[src/rtl/load_store_unit.sv]
// Load/store unit: sizes, extends and optionally splits CPU memory accesses.
// Misaligned accesses become byte sequences or errors depending on SPLIT_MISALIGNED.
module load_store_unit #(
    parameter int WORD_SIZE        = 32,
    parameter bit SPLIT_MISALIGNED = 1'b1
) (
    input  logic                 clk,
    input  logic                 rst,
    input  logic                 req_valid,
    output logic                 req_ready,
    input  logic                 req_we,
    input  logic [2:0]           req_funct3,
    input  logic [WORD_SIZE-1:0] req_addr,
    input  logic [WORD_SIZE-1:0] req_wdata,
    output logic                 resp_valid,
    output logic [WORD_SIZE-1:0] resp_rdata,
    output logic                 resp_err,
    output logic                 mem_write_en,
    output logic [WORD_SIZE-1:0] mem_addr,
    output logic [WORD_SIZE-1:0] mem_write_data,
    output logic [2:0]           mem_ctrl,
    input  logic [WORD_SIZE-1:0] mem_rdata
);

    typedef enum logic [1:0] {IDLE, ACCESS, RESP} state_t;

    state_t               state_q;
    logic                 we_q;
    logic [2:0]           f3_q;
    logic [WORD_SIZE-1:0] addr_q;
    logic [WORD_SIZE-1:0] wdata_q;
    logic [WORD_SIZE-1:0] acc_q;
    logic [1:0]           cnt_q;
    logic [1:0]           last_q;
    logic                 split_q;
    logic                 ready_q;
    logic                 rvalid_q;
    logic                 rerr_q;
    logic [WORD_SIZE-1:0] rdata_q;
    logic                 mwe_q;
    logic [WORD_SIZE-1:0] maddr_q;
    logic [WORD_SIZE-1:0] mwdata_q;
    logic [2:0]           mctrl_q;

    logic                 hs_illegal;
    logic                 hs_mis;
    logic                 hs_err;
    logic [1:0]           hs_size_m1;
    logic [1:0]           cnt_d;
    logic [7:0]           nxt_byte;
    logic [WORD_SIZE-1:0] cap;
    logic [WORD_SIZE-1:0] ext;

    assign req_ready      = ready_q;
    assign resp_valid     = rvalid_q;
    assign resp_err       = rerr_q;
    assign resp_rdata     = rdata_q;
    assign mem_write_en   = mwe_q;
    assign mem_addr       = maddr_q;
    assign mem_write_data = mwdata_q;
    assign mem_ctrl       = mctrl_q;

    // Request decode, evaluated on the raw inputs at handshake time
    always_comb begin
        hs_illegal = (req_funct3 == 3'd3) || (req_funct3 == 3'd6) ||
                     (req_funct3 == 3'd7) || (req_we && req_funct3[2]);
        hs_size_m1 = 2'd0;
        hs_mis     = 1'b0;
        if (req_funct3[1:0] == 2'd1) begin
            hs_size_m1 = 2'd1;
            hs_mis     = req_addr[0];
        end else if (req_funct3[1:0] == 2'd2) begin
            hs_size_m1 = 2'd3;
            hs_mis     = |req_addr[1:0];
        end
        hs_err = hs_illegal || (hs_mis && !SPLIT_MISALIGNED);
    end

    assign cnt_d    = cnt_q + 2'd1;
    assign nxt_byte = 8'(wdata_q >> {cnt_d, 3'b000});

    // Load data captured this cycle, merged with earlier split bytes
    always_comb begin
        cap = acc_q;
        if (split_q) begin
            cap = acc_q | (WORD_SIZE'(mem_rdata[7:0]) << {cnt_q, 3'b000});
        end else begin
            unique case (f3_q[1:0])
                2'd0:    cap = WORD_SIZE'(mem_rdata[7:0]);
                2'd1:    cap = WORD_SIZE'(mem_rdata[15:0]);
                default: cap = mem_rdata;
            endcase
        end
    end

    always_comb begin
        unique case (f3_q)
            3'd0:    ext = {{(WORD_SIZE-8){cap[7]}}, cap[7:0]};
            3'd1:    ext = {{(WORD_SIZE-16){cap[15]}}, cap[15:0]};
            3'd4:    ext = WORD_SIZE'(cap[7:0]);
            3'd5:    ext = WORD_SIZE'(cap[15:0]);
            default: ext = cap;
        endcase
    end

    always_ff @(posedge clk or posedge rst) begin
        if (rst) begin
            state_q  <= IDLE;
            we_q     <= 1'b0;
            f3_q     <= '0;
            addr_q   <= '0;
            wdata_q  <= '0;
            acc_q    <= '0;
            cnt_q    <= '0;
            last_q   <= '0;
            split_q  <= 1'b0;
            ready_q  <= 1'b1;
            rvalid_q <= 1'b0;
            rerr_q   <= 1'b0;
            rdata_q  <= '0;
            mwe_q    <= 1'b0;
            maddr_q  <= '0;
            mwdata_q <= '0;
            mctrl_q  <= '0;
        end else begin
            unique case (state_q)
                IDLE: begin
                    if (req_valid) begin
                        we_q    <= req_we;
                        f3_q    <= req_funct3;
                        addr_q  <= req_addr;
                        wdata_q <= req_wdata;
                        acc_q   <= '0;
                        cnt_q   <= '0;
                        ready_q <= 1'b0;
                        if (hs_err) begin
                            state_q  <= RESP;
                            rvalid_q <= 1'b1;
                            rerr_q   <= 1'b1;
                            rdata_q  <= '0;
                        end else begin
                            state_q  <= ACCESS;
                            split_q  <= hs_mis;
                            last_q   <= hs_mis ? hs_size_m1 : 2'd0;
                            mwe_q    <= req_we;
                            maddr_q  <= req_addr;
                            mctrl_q  <= hs_mis ? 3'd0 : {1'b0, req_funct3[1:0]};
                            mwdata_q <= hs_mis ? WORD_SIZE'(req_wdata[7:0])
                                               : req_wdata;
                        end
                    end
                end
                ACCESS: begin
                    acc_q <= cap;
                    if (cnt_q == last_q) begin
                        state_q  <= RESP;
                        mwe_q    <= 1'b0;
                        rvalid_q <= 1'b1;
                        rerr_q   <= 1'b0;
                        rdata_q  <= we_q ? '0 : ext;
                    end else begin
                        cnt_q    <= cnt_d;
                        maddr_q  <= addr_q + WORD_SIZE'(cnt_d);
                        mwdata_q <= WORD_SIZE'(nxt_byte);
                    end
                end
                RESP: begin
                    state_q  <= IDLE;
                    rvalid_q <= 1'b0;
                    rerr_q   <= 1'b0;
                    rdata_q  <= '0;
                    ready_q  <= 1'b1;
                end
                default: state_q <= IDLE;
            endcase
        end
    end

endmodule

[config.mk]
export PLATFORM = sky130hd
export DESIGN_NAME = load_store_unit
export DESIGN_NICKNAME = d
export VERILOG_FILES = /design/src/rtl/load_store_unit.sv
export SDC_FILE = /design/constraint.sdc
export NUM_CORES = 1
export LEC_CHECK = 0
export BUFFER_PORTS_ARGS = -buffer_cell sky130_fd_sc_hd__buf_2
export CORE_ASPECT_RATIO = 1.5
export CORE_MARGIN = 2
export CORE_UTILIZATION = 55
export CTS_CLUSTER_DIAMETER = 80
export CTS_CLUSTER_SIZE = 25
export DETAILED_ROUTE_END_ITERATION = 6
export HOLD_SLACK_MARGIN = 0.06
export PLACE_DENSITY = 0.8
export SETUP_SLACK_MARGIN = 0.4
export SLEW_MARGIN = 15
export SYNTH_ARGS = -nofsm -noshare
export SYNTH_HDL_FRONTEND = slang
export SYNTH_SLANG_ARGS = --single-unit
[constraint.sdc]
create_clock -name clk -period 9.35 [get_ports clk]
set_clock_uncertainty 0.1 [all_clocks]
set_input_delay 0.935 -clock clk [delete_from_list [all_inputs] [get_ports clk]]
set_output_delay 0.935 -clock clk [all_outputs]
set_load 0.01 [all_outputs]
Word-level counts from Yosys, hierarchy flattened
Index checks and enable logic that the tools add are counted.
- mux-type cells: 43
- bitwise gates (word level): 2
- equality and inequality tests: 17
- reduce and logical (&&, ||, !) cells: 20
- shifts and indexed selects: 2
- $add $sub $neg: 2
- operator list (operator ; number):
    $mux W32 ; 13
    $pmux W32 S2 ; 4
    $pmux W32 S4 ; 1
    $pmux W32 S3 ; 1
    $add A32 B2 Y32 ; 1
    $or A32 B32 Y32 ; 1
    $shl A8 B5 Y32 ; 1
    $shr A32 B5 Y8 ; 1
    $mux W2 ; 9
    $eq A3 B3 Y1 const B ; 4
    $reduce_and A4 Y1 ; 3
    $ne A2 B2 Y1 const B ; 5
    $mux W1 ; 9
    $pmux W2 S2 ; 2
    $reduce_and A2 Y1 ; 4
    $eq A2 B1 Y1 const B ; 3
    $pmux W1 S3 ; 2
    $reduce_and A3 Y1 ; 2
    $eq A2 B2 Y1 const B ; 2
    $logic_not A2 Y1 ; 2
    $pmux W1 S2 ; 2
    $reduce_bool A2 Y1 ; 2
    $eq A3 B1 Y1 const B ; 1
    $eq A3 B2 Y1 const B ; 1
    other kinds (8) ; 10
- logic and storage cells: 103
- input port bits: 103
- output and inout bits: 103
- bits in registers: 210

Depth between registers and ports, before layout
Gate-level depths: netlist (run 1).
- depth in word-level cells: 7
- gate-level depth with buffers: 11
- mapped depth without buffers: 8

Worst setup path before layout (run 1)
OpenSTA, ideal clock, no wires.
- kind: reg-to-reg
- start point: reg cnt_q[1]
- end point: reg maddr_q[25] (netlist: mem_addr[25])
- data arrival time: 2437 ps
- cell stages (with the launch flop): 12
- slack: 6731 ps
- clock period less this slack: 2619 ps
- path buffers: 3
- library setup time: 82 ps
- cell sequence: dfrtp_1 buf_4 nor2b_1 clkbuf_1 or2_2 ha_1 a21oi_1 nor4b_4 buf_4 nand4_1 xor2_1 o22ai_1
- longest elaborated chain between the ends: 4
- elaborated cells between the ends (all ways): 7
- RTL lines (what ; RTL line ; RTL):
    start: declaration ; 33 ; logic [1:0] cnt_q;
    start signal: assignment ; 162 ; cnt_q <= cnt_d;
    $add A2 B1 Y2 ; 79 ; assign cnt_d = cnt_q + 2'd1;
    $add A32 B2 Y32 ; 163 ; maddr_q <= addr_q + WORD_SIZE'(cnt_d);
    $mux W32 ; 155 ; if (cnt_q == last_q) begin
    $pmux W32 S2 ; 126 ; unique case (state_q)
    end signal: assignment ; 146 ; maddr_q <= req_addr;
    end signal: assignment ; 163 ;
    end: declaration ; 41 ; logic [WORD_SIZE-1:0] maddr_q;
Parallel ways exist; a longest one is shown, timed or not. The select of a mux whose other input is x is not followed.
A chain may end at the register's enable or synchronous reset.

Worst setup path in the final report (run 1)
- start point: reg cnt_q[1]
- end point: reg maddr_q[17] (netlist: mem_addr[17])
Same word-level chain as after synthesis.

==> impl_metrics.toml, run 1 <==
[run_status]
status = "finished, final reports clean"

[power_and_ir_drop]
combPwrFrac_pct = 41.9
p_leak_uw = 0.00542
netSwitchingFraction_pct = 40.6
p_int_uw = 2160
irDropWorstVdd_mv = 0.255
p_seq_share_pct = 42.9
power_density_nw_per_um2 = 320
p_sw_uw = 1480
clkPwrFrac_pct = 15.2

[synth]
synthCells = 952
yosys_warnings = 0
postSynthAreaPerCell_sq_um = 10.5
async_flop_share_pct = 100
ys_seq_area_share_pct = 52.5
synth.cell_area_sq_um = 9970
ys_seq_elements = 209
yosysUniqueCellTypes = 66
synth_edf_count = 0
synthFlopType = "dfrtp_1"
synth_nets = 1066

[setup_path]
cp.required_ps = 9590
rr_startpoint = "cnt_q[1]$_DFFE_PP0P_"
ff2ff_path_depth = 8
worstSetupPathType = "reg2reg"
r2r_setup_slack_ps = 5600
worstPathArrival_ps = 4000
timing.rr.end = "mem_addr[17]$_DFFE_PP0P_"
cp-endpoint = "mem_addr[17]$_DFFE_PP0P_"
cp-start-kind = "flip-flop"
critPathCaptureType = "flip-flop"
crit_fanout = 17
startpoint = "cnt_q[1]$_DFFE_PP0P_"

[drt]
drc_errors = 0
wl_per_cell_microns = 19.0
postRouteAntennaNets = 0
routed_wl_mm = 25.2
drt_iter0_drc = 615
drt-vias-per-instance = 5.92
drt_first_pass_iters = 5
vias = 7868

[global_routing]
grt_max_degree = 129
antenna_found_initial = 0
grtUsageTotal_pct = 26.0
grt_pass1_vias = 7830
grt_first_pass_wirelength_mm = 40.1
grt-ovfl-total = 0

[placed_design]
port_buffers = 204
placed_area_sq_um = 11000
gp_congestion = 0.829
dp_hpwl_mm = 17.5

[sta]
setup_violations = 0
relSlewSlack_pct = 25.3
worst_slew_pin_slew_ps = 1120
final.min_clock_period_ps = 3750
hold_viol = 0
rsz0062_at_grt = "false"
max_freq_ghz = 0.266
final_max_slew_viol_count = 0
holdWs_ps = 367
tns_ps = 0
finalCritPeriodShare_pct = 40.1

[floorplan]
fp.dieW_microns = 114
die_area_sq_um = 19200
core-area_sq_um = 17900
chipHeight_microns = 169
ios = 206
start_util_pct = 55.8
num_rows = 60

[flow_run]
maxCapViolations = 0

[cells_and_area]
fillers = 1468
areaGrowthSynthToFinish_pct = 14.1
drive_gt1_share_pct = 29.3
layout.nets = 1223
fin_area_sq_um = 11400

[clock_network]
cts-root-buf = "clkbuf_16"
h-tree-depth = 1
cts_setup_buffers = 0
post_cts_resize_count = 0
clkTransAtPathRegs_ps = 100
cts_num_sinks = 209
clockBufferDepth = 3
cts_buffers = 12
cts_hold_buf = 0
tritoncts = "done"
clk_latency_ps = 470

[min_path]
holdCritPathClass = "reg2reg"
## power by group through the flow
| stage | sequential (uW) | combinational (uW) | clock [uW] |
|---|---|---|---|
| 3_3_place_gp | 1560 | 1490 | 0 |
| 2_1_floorplan | 1550 | 1090 | 0 |
| 6_report | 1560 | 1530 | 553 |
| 5_1_grt | 1610 | 1690 | 598 |
| 4_1_cts | 1560 | 1540 | 568 |
| 3_5_place_dp | 1570 | 1530 | 0 |
## cell usage in the layout, fill, tap and decap left out, types with 19 or more instances in the layout
cell       n
a21oi_1   55
buf_2    204
a22o_1    34
dfrtp_1  208
nand2_1  166
nor2_1    29
xor2_1    19
nand3_1   50
mux2_2    66
o21ai_1   24
o21ai_0   58
## worst min path at each step
stage | from | to | slack [ps] | cells after the start
floorplan | acc_q[0]$_DFFE_PP0P_ | acc_q[0]$_DFFE_PP0P_ | 350 | 2
global placement | mem_write_data[30]$_DFFE_PP0P_ | mem_write_data[30]$_DFFE_PP0P_ | 350 | 2
detailed placement | mem_write_data[21]$_DFFE_PP0P_ | mem_write_data[21]$_DFFE_PP0P_ | 350 | 2
CTS | mem_write_data[26]$_DFFE_PP0P_ | mem_write_data[26]$_DFFE_PP0P_ | 370 | 2
global route | mem_write_data[26]$_DFFE_PP0P_ | mem_write_data[26]$_DFFE_PP0P_ | 400 | 2
finish | mem_write_data[26]$_DFFE_PP0P_ | mem_write_data[26]$_DFFE_PP0P_ | 370 | 2
## cells by family after synthesis
family,after synthesis,synth area share [%]
and+or+nand+nor,295,13.7
AOI/OAI and AO/OA,230,14.9
DFF,209,52.5
muxes,92,11.1
buffers and inverters,86,3.77
xor gates and xnor gates,28,2.54
adders and majority gates,11,1.46
other,1,0.0376
## through the flow
step	power (uW)	instances	worst slack [ps]	util [%]
6_report	3640	1329	5600	63.7
5_1_grt	3890	1328	5270	63.7
4_1_cts	3670	1328	5560	63.7
3_5_place_dp	3100	1312	5630	61.7
3_3_place_gp	3050	1312	5700	61.7
2_1_floorplan	2630	952	2610	-
## worst max-delay path: stages, from the launching register on
cell,delay [ps]
dfrtp_1,890
nor2b_1,690
or2_2,280
ha_1,180
a21oi_1,90
nor4b_4,790
and3_1,270
o21ai_0,80
a22o_1,240
## synthesized netlist by cell type, drive strengths merged (2+ instances only)
master | count | share of area [%]
xnor2 | 8 | 0.70
nor4 | 3 | 0.40
a22o | 34 | 3.0
o211ai | 6 | 0.55
clkbuf | 30 | 1.1
a211oi | 3 | 0.35
nor4b | 2 | 0.33
a2bb2oi | 14 | 1.2
xor2 | 20 | 1.8
dfrtp | 208 | 52
nor3b | 2 | 0.15
nor2 | 31 | 1.2
and3 | 5 | 0.31
a41o | 2 | 0.20
o31ai | 9 | 0.68
a31oi | 3 | 0.19
nor2b | 3 | 0.19
a21oi | 55 | 2.8
and2 | 6 | 0.38
or2 | 3 | 0.19
nand2 | 168 | 6.4
inv | 17 | 0.64
mux4 | 8 | 1.8
a21o | 4 | 0.30
mux2i | 18 | 1.8
o21ai | 84 | 4.3
ha | 10 | 1.3
nor3 | 4 | 0.20
nand3 | 50 | 2.5
o22ai | 10 | 0.63
mux2 | 66 | 7.5
nand4 | 13 | 1.1
buf | 38 | 2.0
## state kept, by name (all words and copies together) (netlist names), 2 cells and up
| signal | flops |
|---|---|
| mem_ctrl | 2 |
| state_q | 2 |
| mem_addr | 32 |
| acc_q | 32 |
| resp_rdata | 32 |
| last_q | 2 |
| wdata_q | 32 |
| addr_q | 32 |
| cnt_q | 2 |
| mem_write_data | 32 |
| f3_q | 3 |
## cell type report
cell class,count,area [sq um],area share (%)
antenna,1,2.50,0.0220
multi-input combinational,657,4370,38.4
tap,217,272,2.39
timing repair buffer,211,1070,9.44
inverter,18,75.1,0.660
clock inverter,1,16.3,0.143
sequential,209,5230,46.0
clock buffer,15,333,2.93
## metal layers
metal  vias to the layer above  track usage [%]  wire [microns]
li1                       3649                -               -
met1                      3858             31.7            9500
met2                       295             45.8           13200
met3                        66             3.90            1520
met4                         0             11.2            1020
met5                         -                0               0
Note: power is estimated with default switching activity, not from simulation.
==> inputs of run 2 (changes only) <==
--- a/config.mk
+++ b/config.mk
@@ -8,12 +8,12 @@
 export BUFFER_PORTS_ARGS = -buffer_cell sky130_fd_sc_hd__buf_2
 export CORE_ASPECT_RATIO = 1.5
 export CORE_MARGIN = 2
-export CORE_UTILIZATION = 55
+export CORE_UTILIZATION = 50
 export CTS_CLUSTER_DIAMETER = 80
 export CTS_CLUSTER_SIZE = 25
 export DETAILED_ROUTE_END_ITERATION = 6
 export HOLD_SLACK_MARGIN = 0.06
-export PLACE_DENSITY = 0.8
+export PLACE_DENSITY = 0.77
 export SETUP_SLACK_MARGIN = 0.4
 export SLEW_MARGIN = 15
 export SYNTH_ARGS = -nofsm -noshare
==> constraint.sdc (replaced) <==
create_clock -name clk -period 3.2 [get_ports clk]
set_clock_uncertainty 0.1 [all_clocks]
set_input_delay 0.32 -clock clk [delete_from_list [all_inputs] [get_ports clk]]
set_output_delay 0.32 -clock clk [all_outputs]
set_load 0.01 [all_outputs]
==> run 2 against run 1 <==
Net effect:
- register-to-register slack got worse by 5000 ps
- die area increased by 9.7%
- worst setup slack lost 5000 ps
- global-route usage decreased by 0.14 points
==> impl_metrics.toml, run 2 (synthesized netlist as in run 1, its figures left out) <==
[floorplan]
core-area_sq_um = 19600
num_rows = 63
fp.dieW_microns = 119
ios = 206
start_util_pct = 50.8
die_area_sq_um = 21100
chipHeight_microns = 177

[run_status]
status = "finished, final reports clean"

[setup_path]
worstPathArrival_ps = 2870
cp.required_ps = 3470
rr_startpoint = "cnt_q[0]$_DFFE_PP0P_"
ff2ff_path_depth = 10
cp-start-kind = "flip-flop"
crit_fanout = 17
r2r_setup_slack_ps = 610
critPathCaptureType = "flip-flop"
timing.rr.end = "mem_addr[22]$_DFFE_PP0P_"
worstSetupPathType = "reg2reg"

[drt]
vias = 8275
drc_errors = 0
postRouteAntennaNets = 0
wl_per_cell_microns = 18.5
drt_iter0_drc = 554
drt_first_pass_iters = 4
drt-vias-per-instance = 5.64
routed_wl_mm = 27.1

[sta]
relSlewSlack_pct = 55.2
rsz0062_at_grt = "false"
finalCritPeriodShare_pct = 81.0
worst_slew_pin_slew_ps = 672
setup_violations = 0
tns_ps = 0
hold_viol = 0
final.min_clock_period_ps = 2590
final_max_slew_viol_count = 0
max_freq_ghz = 0.386

[cells_and_area]
final_cells = 1466
layout.nets = 1317
fillers = 1542
drive_gt1_share_pct = 28.8
multi_input_area_sq_um = 4370
final_cell_mix = "dfrtp_1 (208), buf_2 (204), nand2_1 (166)"
areaGrowthSynthToFinish_pct = 24.0
mostFrequentLayoutCell = "dfrtp_1"
regArea_sq_um = 5230

[clock_network]
clkTransAtPathRegs_ps = 100
cts_num_sinks = 209
clk_latency_ps = 470
tritoncts = "done"
cts-root-buf = "clkbuf_16"
cts_buffers = 12
post_cts_resize_count = 0
clockBufferDepth = 3
h-tree-depth = 1

[power_and_ir_drop]
power_density_nw_per_um2 = 885
p_leak_uw = 0.00584
power.total_uw = 10900
irDropWorstVdd_mv = 0.597

[placed_design]
gp_congestion = 0.855
dp_hpwl_mm = 18.4
port_buffers = 204
dp_cells = 1374

[global_routing]
grt-ovfl-total = 0
grtUsageTotal_pct = 25.9
grt_max_degree = 98
grt_pass1_vias = 8486
antenna_found_initial = 0
grt_first_pass_wirelength_mm = 44.0

[min_path]
hold_depth = 3
whs_endpoint = "acc_q[27]$_DFFE_PP0P_"
hp-start = "mem_rdata[27]"
holdCritPathClass = "in2reg"

[flow_run]
maxCapViolations = 0
==> run 2: cell types whose count changed in the layout (fill, tap and decap cells not counted), sizes merged <==
cell | before | now
buf | 211 | 233
inv | 18 | 17
dlygate4sd3 | 0 | 72
clkinvlp | 0 | 1
==> run 2: where the power goes <==
group	leakage [uW]	switching [uW]	total (uW)	internal (uW)
Combinational	0.00302	2740	4800	2060
Clock	0.000170	867	1620	752
Sequential	0.00265	833	4530	3690
==> run 2: layout make-up <==
cell class	instances	share of cell area (%)
diodes	1	0.0202
repair buffers	305	16.3
flip-flops and latches	209	42.3
well taps	260	2.63
inverters	18	0.577
clock inverters	1	0.132
multi-input cells	657	35.4
clock buffers	15	2.69
==> run 2: how the worst max path moves through the flow <==
stage / from / end / slack [ps]
finish: cnt_q[0]$_DFFE_PP0P_ / mem_addr[22]$_DFFE_PP0P_ / 610
global route: cnt_q[0]$_DFFE_PP0P_ / mem_addr[20]$_DFFE_PP0P_ / 450
CTS: cnt_q[0]$_DFFE_PP0P_ / mem_addr[29]$_DFFE_PP0P_ / 470
detailed placement: cnt_q[0]$_DFFE_PP0P_ / mem_addr[22]$_DFFE_PP0P_ / 490
global placement: cnt_q[0]$_DFFE_PP0P_ / mem_addr[22]$_DFFE_PP0P_ / 580
floorplan: rst / acc_q[0]$_DFFE_PP0P_ / 70
==> run 2: what timing repair did <==
action,CTS,global route
setup buffers,0,3
hold buffers,72,0
endpoints found under the hold margin,135,0
endpoints found under the setup margin,0,13
==> run 2: worst max-delay path, stage by stage (launching register included) <==
cell     delay (ps)
dfrtp_1         400
buf_4           220
inv_1           100
ha_1            200
fa_1            260
nand4_2         180
nor4_4          350
buf_4           220
and4_1          200
o21ai_1          60
a22o_1          200
==> run 2: through the flow <==
stage	instance area [sq um]	setup WS, ps	hold WS, ps	util, %
2_1_floorplan	9970	66.6	350	-
6_report	12400	607	81.9	63.0
3_5_place_dp	11300	493	300	57.4
5_1_grt	12400	447	92.6	63.0
4_1_cts	12300	473	66.5	62.9
3_3_place_gp	11300	579	297	57.4
==> run 2: layer usage <==
metal	vias up	part of all wire, %	track usage [%]
met3	72	5.4	3.48
li1	3854	-	-
met2	321	53	46.8
met4	0	4.0	11.4
met1	4028	38	30.7
met5	-	0	0
